## src/rtl/struct_field_unpacker.sv

```systemverilog
// Bit-serial (MSB first) receiver that rebuilds packed {x[], y[], z} records and splits them into fields.
// Optional macro STRUCT_UNPACK_PARITY_EN appends a trailing even-parity bit to every serial frame.
module struct_field_unpacker #(
  parameter int X_W = 3,
  parameter int X_N = 2,
  parameter int Y_W = 2,
  parameter int Y_N = 3,
  localparam int REC_W = X_N*X_W + Y_N*Y_W + 1
) (
  input  logic               clk,
  input  logic               rst,
  input  logic               in_valid,
  output logic               in_ready,
  input  logic               in_bit,
  input  logic               in_start,
  output logic               out_valid,
  input  logic               out_ready,
  output logic [REC_W-1:0]   out_word,
  output logic [X_N*X_W-1:0] out_x,
  output logic [Y_N*Y_W-1:0] out_y,
  output logic               out_z,
  output logic               sync_err,
  output logic               out_perr
);

`ifdef STRUCT_UNPACK_PARITY_EN
  localparam int FRAME_W = REC_W + 1;
`else
  localparam int FRAME_W = REC_W;
`endif
  localparam int SHIFT_W = FRAME_W - 1;
  localparam int CNT_W = $clog2(FRAME_W);
  localparam logic [CNT_W-1:0] LAST = CNT_W'(FRAME_W - 1);

  typedef enum logic {IDLE, COLLECT} state_t;

  // FSM state and bit count travel together so both are visible as one struct.
  typedef struct packed {
    state_t           state;
    logic [CNT_W-1:0] count;
  } ctl_t;

  // Valid/ready: a bit moves when in_valid && in_ready, a record moves when
  // out_valid && out_ready; data is held stable while valid is high and ready low.
  ctl_t               ctl;
  logic [SHIFT_W-1:0] shift;
  logic               in_fire;
  logic               out_fire;

  // Only the frame's final bit can stall, and only if the output slot cannot drain.
  assign in_ready = !(ctl.count == LAST && out_valid && !out_ready);
  assign in_fire  = in_valid && in_ready;
  assign out_fire = out_valid && out_ready;

`ifdef STRUCT_UNPACK_PARITY_EN
  logic perr_q;
  assign out_perr = perr_q;
`else
  assign out_perr = 1'b0;
`endif

  always_ff @(posedge clk) begin
    if (rst) begin
      ctl       <= '{state: IDLE, count: '0};
      shift     <= '0;
      out_valid <= 1'b0;
      out_word  <= '0;
      sync_err  <= 1'b0;
`ifdef STRUCT_UNPACK_PARITY_EN
      perr_q    <= 1'b0;
`endif
    end else begin
      sync_err <= 1'b0;
      if (out_fire) out_valid <= 1'b0;
      if (in_fire) begin
        if (in_start) begin
          // A start inside a partial frame abandons it and begins a fresh one.
          sync_err <= (ctl.state == COLLECT);
          shift    <= SHIFT_W'(in_bit);
          ctl      <= '{state: COLLECT, count: CNT_W'(1)};
        end else if (ctl.state == IDLE) begin
          sync_err <= 1'b1;
        end else if (ctl.count == LAST) begin
          ctl       <= '{state: IDLE, count: '0};
          out_valid <= 1'b1;
`ifdef STRUCT_UNPACK_PARITY_EN
          out_word  <= shift;
          perr_q    <= ^{shift, in_bit};
`else
          out_word  <= {shift, in_bit};
`endif
        end else begin
          shift     <= {shift[SHIFT_W-2:0], in_bit};
          ctl.count <= ctl.count + 1'b1;
        end
      end
    end
  end

  for (genvar i = 0; i < X_N; i++) begin : g_x
    assign out_x[i*X_W +: X_W] = out_word[REC_W-1-(X_N-1-i)*X_W -: X_W];
  end

  // y_0 arrives first, so it sits at the top of the y slice; flip it to the LSBs.
  for (genvar j = 0; j < Y_N; j++) begin : g_y
    assign out_y[j*Y_W +: Y_W] = out_word[Y_N*Y_W - j*Y_W -: Y_W];
  end

  assign out_z = out_word[0];

endmodule
```

## config.mk

```make
export PLATFORM = sky130hd
export DESIGN_NAME = struct_field_unpacker
export DESIGN_NICKNAME = d
export VERILOG_FILES = /design/src/rtl/struct_field_unpacker.sv
export SDC_FILE = /design/constraint.sdc
export NUM_CORES = 1
export LEC_CHECK = 0
export ABC_CLOCK_PERIOD_IN_PS = 1600
export BUFFER_PORTS_ARGS = -buffer_cell sky130_fd_sc_hd__buf_4
export CAP_MARGIN = 25
export CELL_PAD_IN_SITES_DETAIL_PLACEMENT = 1
export CELL_PAD_IN_SITES_GLOBAL_PLACEMENT = 1
export CORE_AREA = 2 2 68 70
export CTS_BUF_LIST = sky130_fd_sc_hd__clkbuf_16
export DETAILED_ROUTE_END_ITERATION = 6
export DIE_AREA = 0 0 70 72
export PLACE_DENSITY_LB_ADDON = 0.05
export SLEW_MARGIN = 20
export SYNTH_ARGS = -nofsm -noshare
export SYNTH_HDL_FRONTEND = slang
export SYNTH_SLANG_ARGS = --single-unit
```

## constraint.sdc

```tcl
create_clock -name clk -period 1.6 [get_ports clk]
set_input_delay 0.08 -clock clk [delete_from_list [all_inputs] [get_ports clk]]
set_output_delay 0.08 -clock clk [all_outputs]
set_load 0.005 [all_outputs]
```

Word level (Yosys, flattened, before mapping)
Cells that the tools add are included.
{"block": "word_totals", "reg_bits": 32, "output_inout_bits": 30, "romBits": 0, "mem_bits_rw": 0, "memories": 0, "latch_bits": 0}
{"block": "classes", "mul": 0, "n_bitwise": 2, "n_eq_ne": 2, "magnitude_cmp": 0, "n_reduce_logical": 11, "n_mux": 14, "shift": 0, "addsub": 1, "div": 0}
{"cell": "12-bit two-way mux", "n": 3}
{"cell": "5-bit two-way mux", "n": 2}
{"cell": "1-bit two-way mux", "n": 8}
{"cell": "4-bit by 1-bit adder with 4-bit output, second input constant", "n": 1}
{"cell": "4-bit == test, second input constant", "n": 1}
{"cell": "1-bit logical AND", "n": 4}
{"cell": "4-bit two-way mux", "n": 1}
{"cell": "4-bit AND reduction", "n": 1}
{"cell": "3-bit AND reduction", "n": 1}
{"cell": "1-bit zero test", "n": 2}
{"cell": "2-bit inequality test, second input constant", "n": 1}
{"cell": "1-bit NOT", "n": 2}
{"cell": "2-bit AND reduction", "n": 1}
{"cell": "2-bit nonzero test", "n": 1}
{"cell": "2-bit OR reduction", "n": 1}

Depth between registers and ports, before layout
{"block": "logic_depth", "word_depth": 7, "mapped_depth": 8}

Least setup slack after synthesis
OpenSTA, ideal clock, no wires.
{"block": "synth_path", "path_kind": "reg2reg", "from": "register ctl[0] (netlist bit)", "to": "register shift[11]", "path_stages_with_launch": 8, "slack_ps": -2, "period_less_slack_ps": 1602, "arrival_ps": 1514, "t_required_ps": 1512, "cell_sequence": "dfxtp_1 inv_1 ha_1 and3_1 buf_6 or3_4 buf_6 o32ai_2"}
{"block": "synth_between", "elab_chain_len": 6, "word_cells_on_any_way": 7, "cone_classes": "2 x eq/ne; 5 x reduce/logical"}
{"item": "start: declaration", "line_no": "45", "text": "ctl_t ctl;"}
{"item": "start signal: assignment", "line_no": "64", "text": "ctl <= '{state: IDLE, count: '0};"}
{"item": "start signal: assignment", "line_no": "80", "text": "ctl <= '{state: COLLECT, count: CNT_W'(1)};"}
{"item": "start signal: assignment", "line_no": "84", "text": "ctl <= '{state: IDLE, count: '0};"}
{"item": "4-bit == test (*)", "line_no": "51, 83"}
{"item": "1-bit logical AND (2 in a row)", "line_no": "51", "text": "assign in_ready = !(ctl.count == LAST && out_valid && !out_ready);"}
{"item": "1-bit zero test", "line_no": "51"}
{"item": "1-bit logical AND", "line_no": "52", "text": "assign in_fire = in_valid && in_ready;"}
{"item": "3-bit AND reduction (no source line) (*)"}
{"item": "end signal: assignment", "line_no": "79", "text": "shift <= SHIFT_W'(in_bit);"}
{"item": "end signal: assignment", "line_no": "93", "text": "shift <= {shift[SHIFT_W-2:0], in_bit};"}
{"item": "end: declaration", "line_no": "46", "text": "logic [SHIFT_W-1:0] shift;"}
Every way passes the cells marked *; elsewhere a longest branch is shown, timed or not.
A chain may end at the register's enable or synchronous reset.

Worst setup path after layout
{"block": "layout_path", "from": "register ctl[1] (netlist bit)", "to": "output port in_ready"}
{"block": "layout_between", "elab_chain_len": 4}
{"item": "4-bit == test", "line_no": "51"}
{"item": "1-bit logical AND (2 in a row)", "line_no": "51"}
{"item": "1-bit zero test", "line_no": "51"}
{"item": "end: declaration", "line_no": "13", "text": "output logic in_ready,"}
Every way passes these cells.

==> qor.tcl <==
set qor(run_status) {finished clean}
set qor(detailedPlacementHpwl_um) 2230
set qor(critical-path-top-delay-family) {flip-flops}
set qor(die_w_um) 70
set qor(synth.top_cell.area_share_pct) 44.2
set qor(total_global_routing_overflow) 0
set qor(drtIter0Drc) 14
set qor(synth_sequential_area_ratio_pct) 44.2
set qor(top_level_ports) 36
set qor(detailroute.via_count) 1187
set qor(fin_setup_tns_ns) 0
set qor(crit_chain) {inv_1, ha_1, and3_4, buf_4, nand2_1, buf_4}
set qor(fin_worst_hold_slack_ns) 0.0595
set qor(globalRouteTotalUtil_pct) 14.2
set qor(yosys-top-cells-area) {dfxtp_1 44%, buf_4 7.8%, nand2_1 7.0%}
set qor(synth_fp_nets) 173
set qor(leakage_nw) 0.723
set qor(min-delay-path-class) {in2reg}
set qor(grt_first_pass_wirelength_um) 5600
set qor(layout.filler_cells) 501
set qor(max_cap_violations) 0
set qor(cts_sinks) 32
set qor(io_buffers) 34
set qor(rows) 24
set qor(crit_cells) 6
set qor(hold_viol) 0
set qor(design_area_um2) 1830
set qor(clockBufferDepth) 2
set qor(grt_pass1_vias) 1203
set qor(drc) 0
set qor(pre_cts_slack_ns) -0.0459
set qor(worstSetupPathType) {reg2out}
set qor(critical_path.endpoint) {in_ready}
set qor(unrepaired_setup_endpoints_after_global_routing) {false}
set qor(post_synth_inst_count) 163
set qor(critPathMaxStageDelay_ns) 0.35
set qor(die_area_um2) 5040
set qor(cts_root_buffer) {clkbuf_16}
set qor(firstDrtPassIters) 2
set qor(critPathRequiredTime_ns) 1.52
set qor(die_y_um) 72
set qor(nets_final) 200
set qor(starting_utilization_of_the_core_area_pct) 34.0
set qor(startpoint_type) {flop}
set qor(crit_reg_reg_endpoint) {shift[10]$_SDFFE_PP0P_}
set qor(area_of_the_placeable_core_um2) 4260
set qor(placedInstanceArea_um2) 1670
set qor(layout_min_cycle_time_ns) 1.53
set qor(r2r_start) {ctl[1]$_SDFFE_PP0P_}
set qor(syn_area_per_cell_um2) 8.89
set qor(wl_per_cell_um) 13.2
set qor(post-route-worst-setup-slack_ns) 0.0662
set qor(critPathMaxFanout) 7
set qor(antenna_found_initial) 0
set qor(min_period_over_period_pct) 95.9
set qor(clock_tree.htree_level_count) 2
set qor(crit_path_end_kind) {output port}
set qor(clock.fmax_mhz) 652
set qor(cp_data_arrival_time_ns) 1.45
set qor(finalMaxSlewViolations) 0
set qor(worst_path_most_repeated_cell) {buf_4}
set qor(postSynthRegisterBits) 32
set qor(power.density_cell_area_nw_per_um2) 989
set qor(tritoncts) {yes}
set qor(gp_congestion) 0.716
set qor(synth-warning-count) 0
set qor(path_buf_inv) 3
set qor(largest_net_degree_at_the_start_of_global_routing) 35
set qor(area.sequential_um2) 643
set qor(cp_slowest_cell) {dfxtp_2}
set qor(reg2reg_slack_ns) 0.08
set qor(final_layout_size_suffix_gt1_share_pct) 30.9
set qor(area_growth_syn_to_layout_pct) 26.0
set qor(multiInputGateArea_um2) 632
set qor(library_cells_used_by_synthesis) 35
set qor(antennaDiodeCount) 0
set qor(routed_via_density) 4.88
set qor(worst_setup_path_startpoint) {ctl[1]$_SDFFE_PP0P_}
set qor(post-synth-top-area-cell) {dfxtp_1}
set qor(drt_wl_total_um) 3200
set qor(r2r.worst_path.cells) 5
set qor(vdd_drop_max_uv) 386
set qor(antenna_left) 0
set qor(insertion_delay_ns) 0.28
set qor(clkTransAtPathRegs_ns) 0.05
set qor(numCtsBuffers) 5
set qor(finClkSkew_ns) 0.00444
set qor(finalSetupViolations) 0
set qor(synthesis.area_um2) 1450
-- cells in the mapped netlist --
cell	instances
o21ai_0	1
nand2_1	27
or3_4	1
nor2_2	1
o32a_1	1
buf_2	1
nand3_1	3
nor3_1	1
o21ai_1	1
a21oi_1	17
conb_1	1
nor2b_1	1
mux2i_1	1
nor2_1	3
or2b_1	7
o32ai_2	1
a21boi_2	1
buf_4	15
nand4b_1	1
inv_1	5
buf_6	3
a21oi_2	1
nand4_1	2
clkbuf_1	3
a21o_1	1
o22ai_1	9
dfxtp_1	32
nand2b_1	10
o22ai_2	1
a31oi_1	2
ha_1	4
o31a_1	1
and4_4	1
and3_1	2
o31ai_1	1
-- through the flow --
| step | total power, mW | utilization, % | instances |
|---|---|---|---|
| 4_1_cts | 1.84 | 42.5 | 241 |
| 6_report | 1.81 | 42.8 | 243 |
| 3_5_place_dp | 0.922 | 39.1 | 233 |
| 5_1_grt | 1.90 | 42.8 | 243 |
| 3_3_place_gp | 0.920 | 39.1 | 233 |
| 2_1_floorplan | 0.884 | - | 163 |
-- worst reg2reg max path, stage by stage, from the launching register on --
cell and delay (ns):
dfxtp_2 0.35, inv_1 0.07, ha_1 0.19, and3_4 0.21, or3_4 0.45, o22ai_1 0.18
-- worst min path at each step --
stage	from	end	slack (ns)	cells past startpoint
after floorplan	in_bit	out_word[0]$_SDFFE_PP0P_	0.22	2
after global placement	in_bit	out_word[0]$_SDFFE_PP0P_	0.35	3
after detailed placement	in_bit	out_word[0]$_SDFFE_PP0P_	0.35	3
after CTS	in_bit	out_word[0]$_SDFFE_PP0P_	0.06	3
after global routing	in_bit	out_word[0]$_SDFFE_PP0P_	0.08	3
final	in_bit	out_word[0]$_SDFFE_PP0P_	0.06	3
-- cell usage in the layout, fill, tap and decap left out, types with 3 or more instances in the layout --
cell type	n
ha_1	4
inv_1	5
nand2_1	27
clkbuf_16	5
dfxtp_1	30
o22ai_1	9
nor2_1	3
buf_4	41
or2b_1	7
nand2b_1	10
a21oi_1	17
nand3_1	3
-- state kept, by name, indices dropped and copies added, names as in the netlist --
name       cells
out_word      13
shift         12
ctl            5
out_valid      1
sync_err       1
-- power breakdown --
part	total (mW)	internal, mW	switching (mW)
Combinational	0.102	0.0476	0.0540
Sequential	0.808	0.805	0.00319
Clock	0.897	0.564	0.333
-- what timing repair did --
item,4_1_cts,5_1_grt
endpoints found under the setup margin,14,4
setup buffers,0,2
hold buffers,0,0
endpoints found under the hold margin,0,0
resized for setup,3,0
-- layout make-up --
type,count,area share (%)
sequential,32,35.2
multi-input combinational,104,34.6
inverter,5,1.03
clock inverter,3,0.754
tap,52,3.56
clock buffer,5,6.85
timing repair buffer,42,18.0
-- per-layer routing --
layer | track usage (%) | wire length (um) | vias up
met2 | 26.6 | 1660 | 28
met1 | 14.3 | 1290 | 557
li1 | - | - | 593
met5 | 0 | 0 | -
met3 | 5.00 | 179 | 9
met4 | 6.41 | 65 | 0
-- cells by family after synthesis --
group	after synthesis	share of synthesized area [%]
simple gates	60	21.8
compound gates	38	17.0
flops	32	44.2
buf+inv	27	12.5
fa+ha+maj	4	3.45
mux	1	0.691
other cells	1	0.259
(Power assumes the default switching activity.)
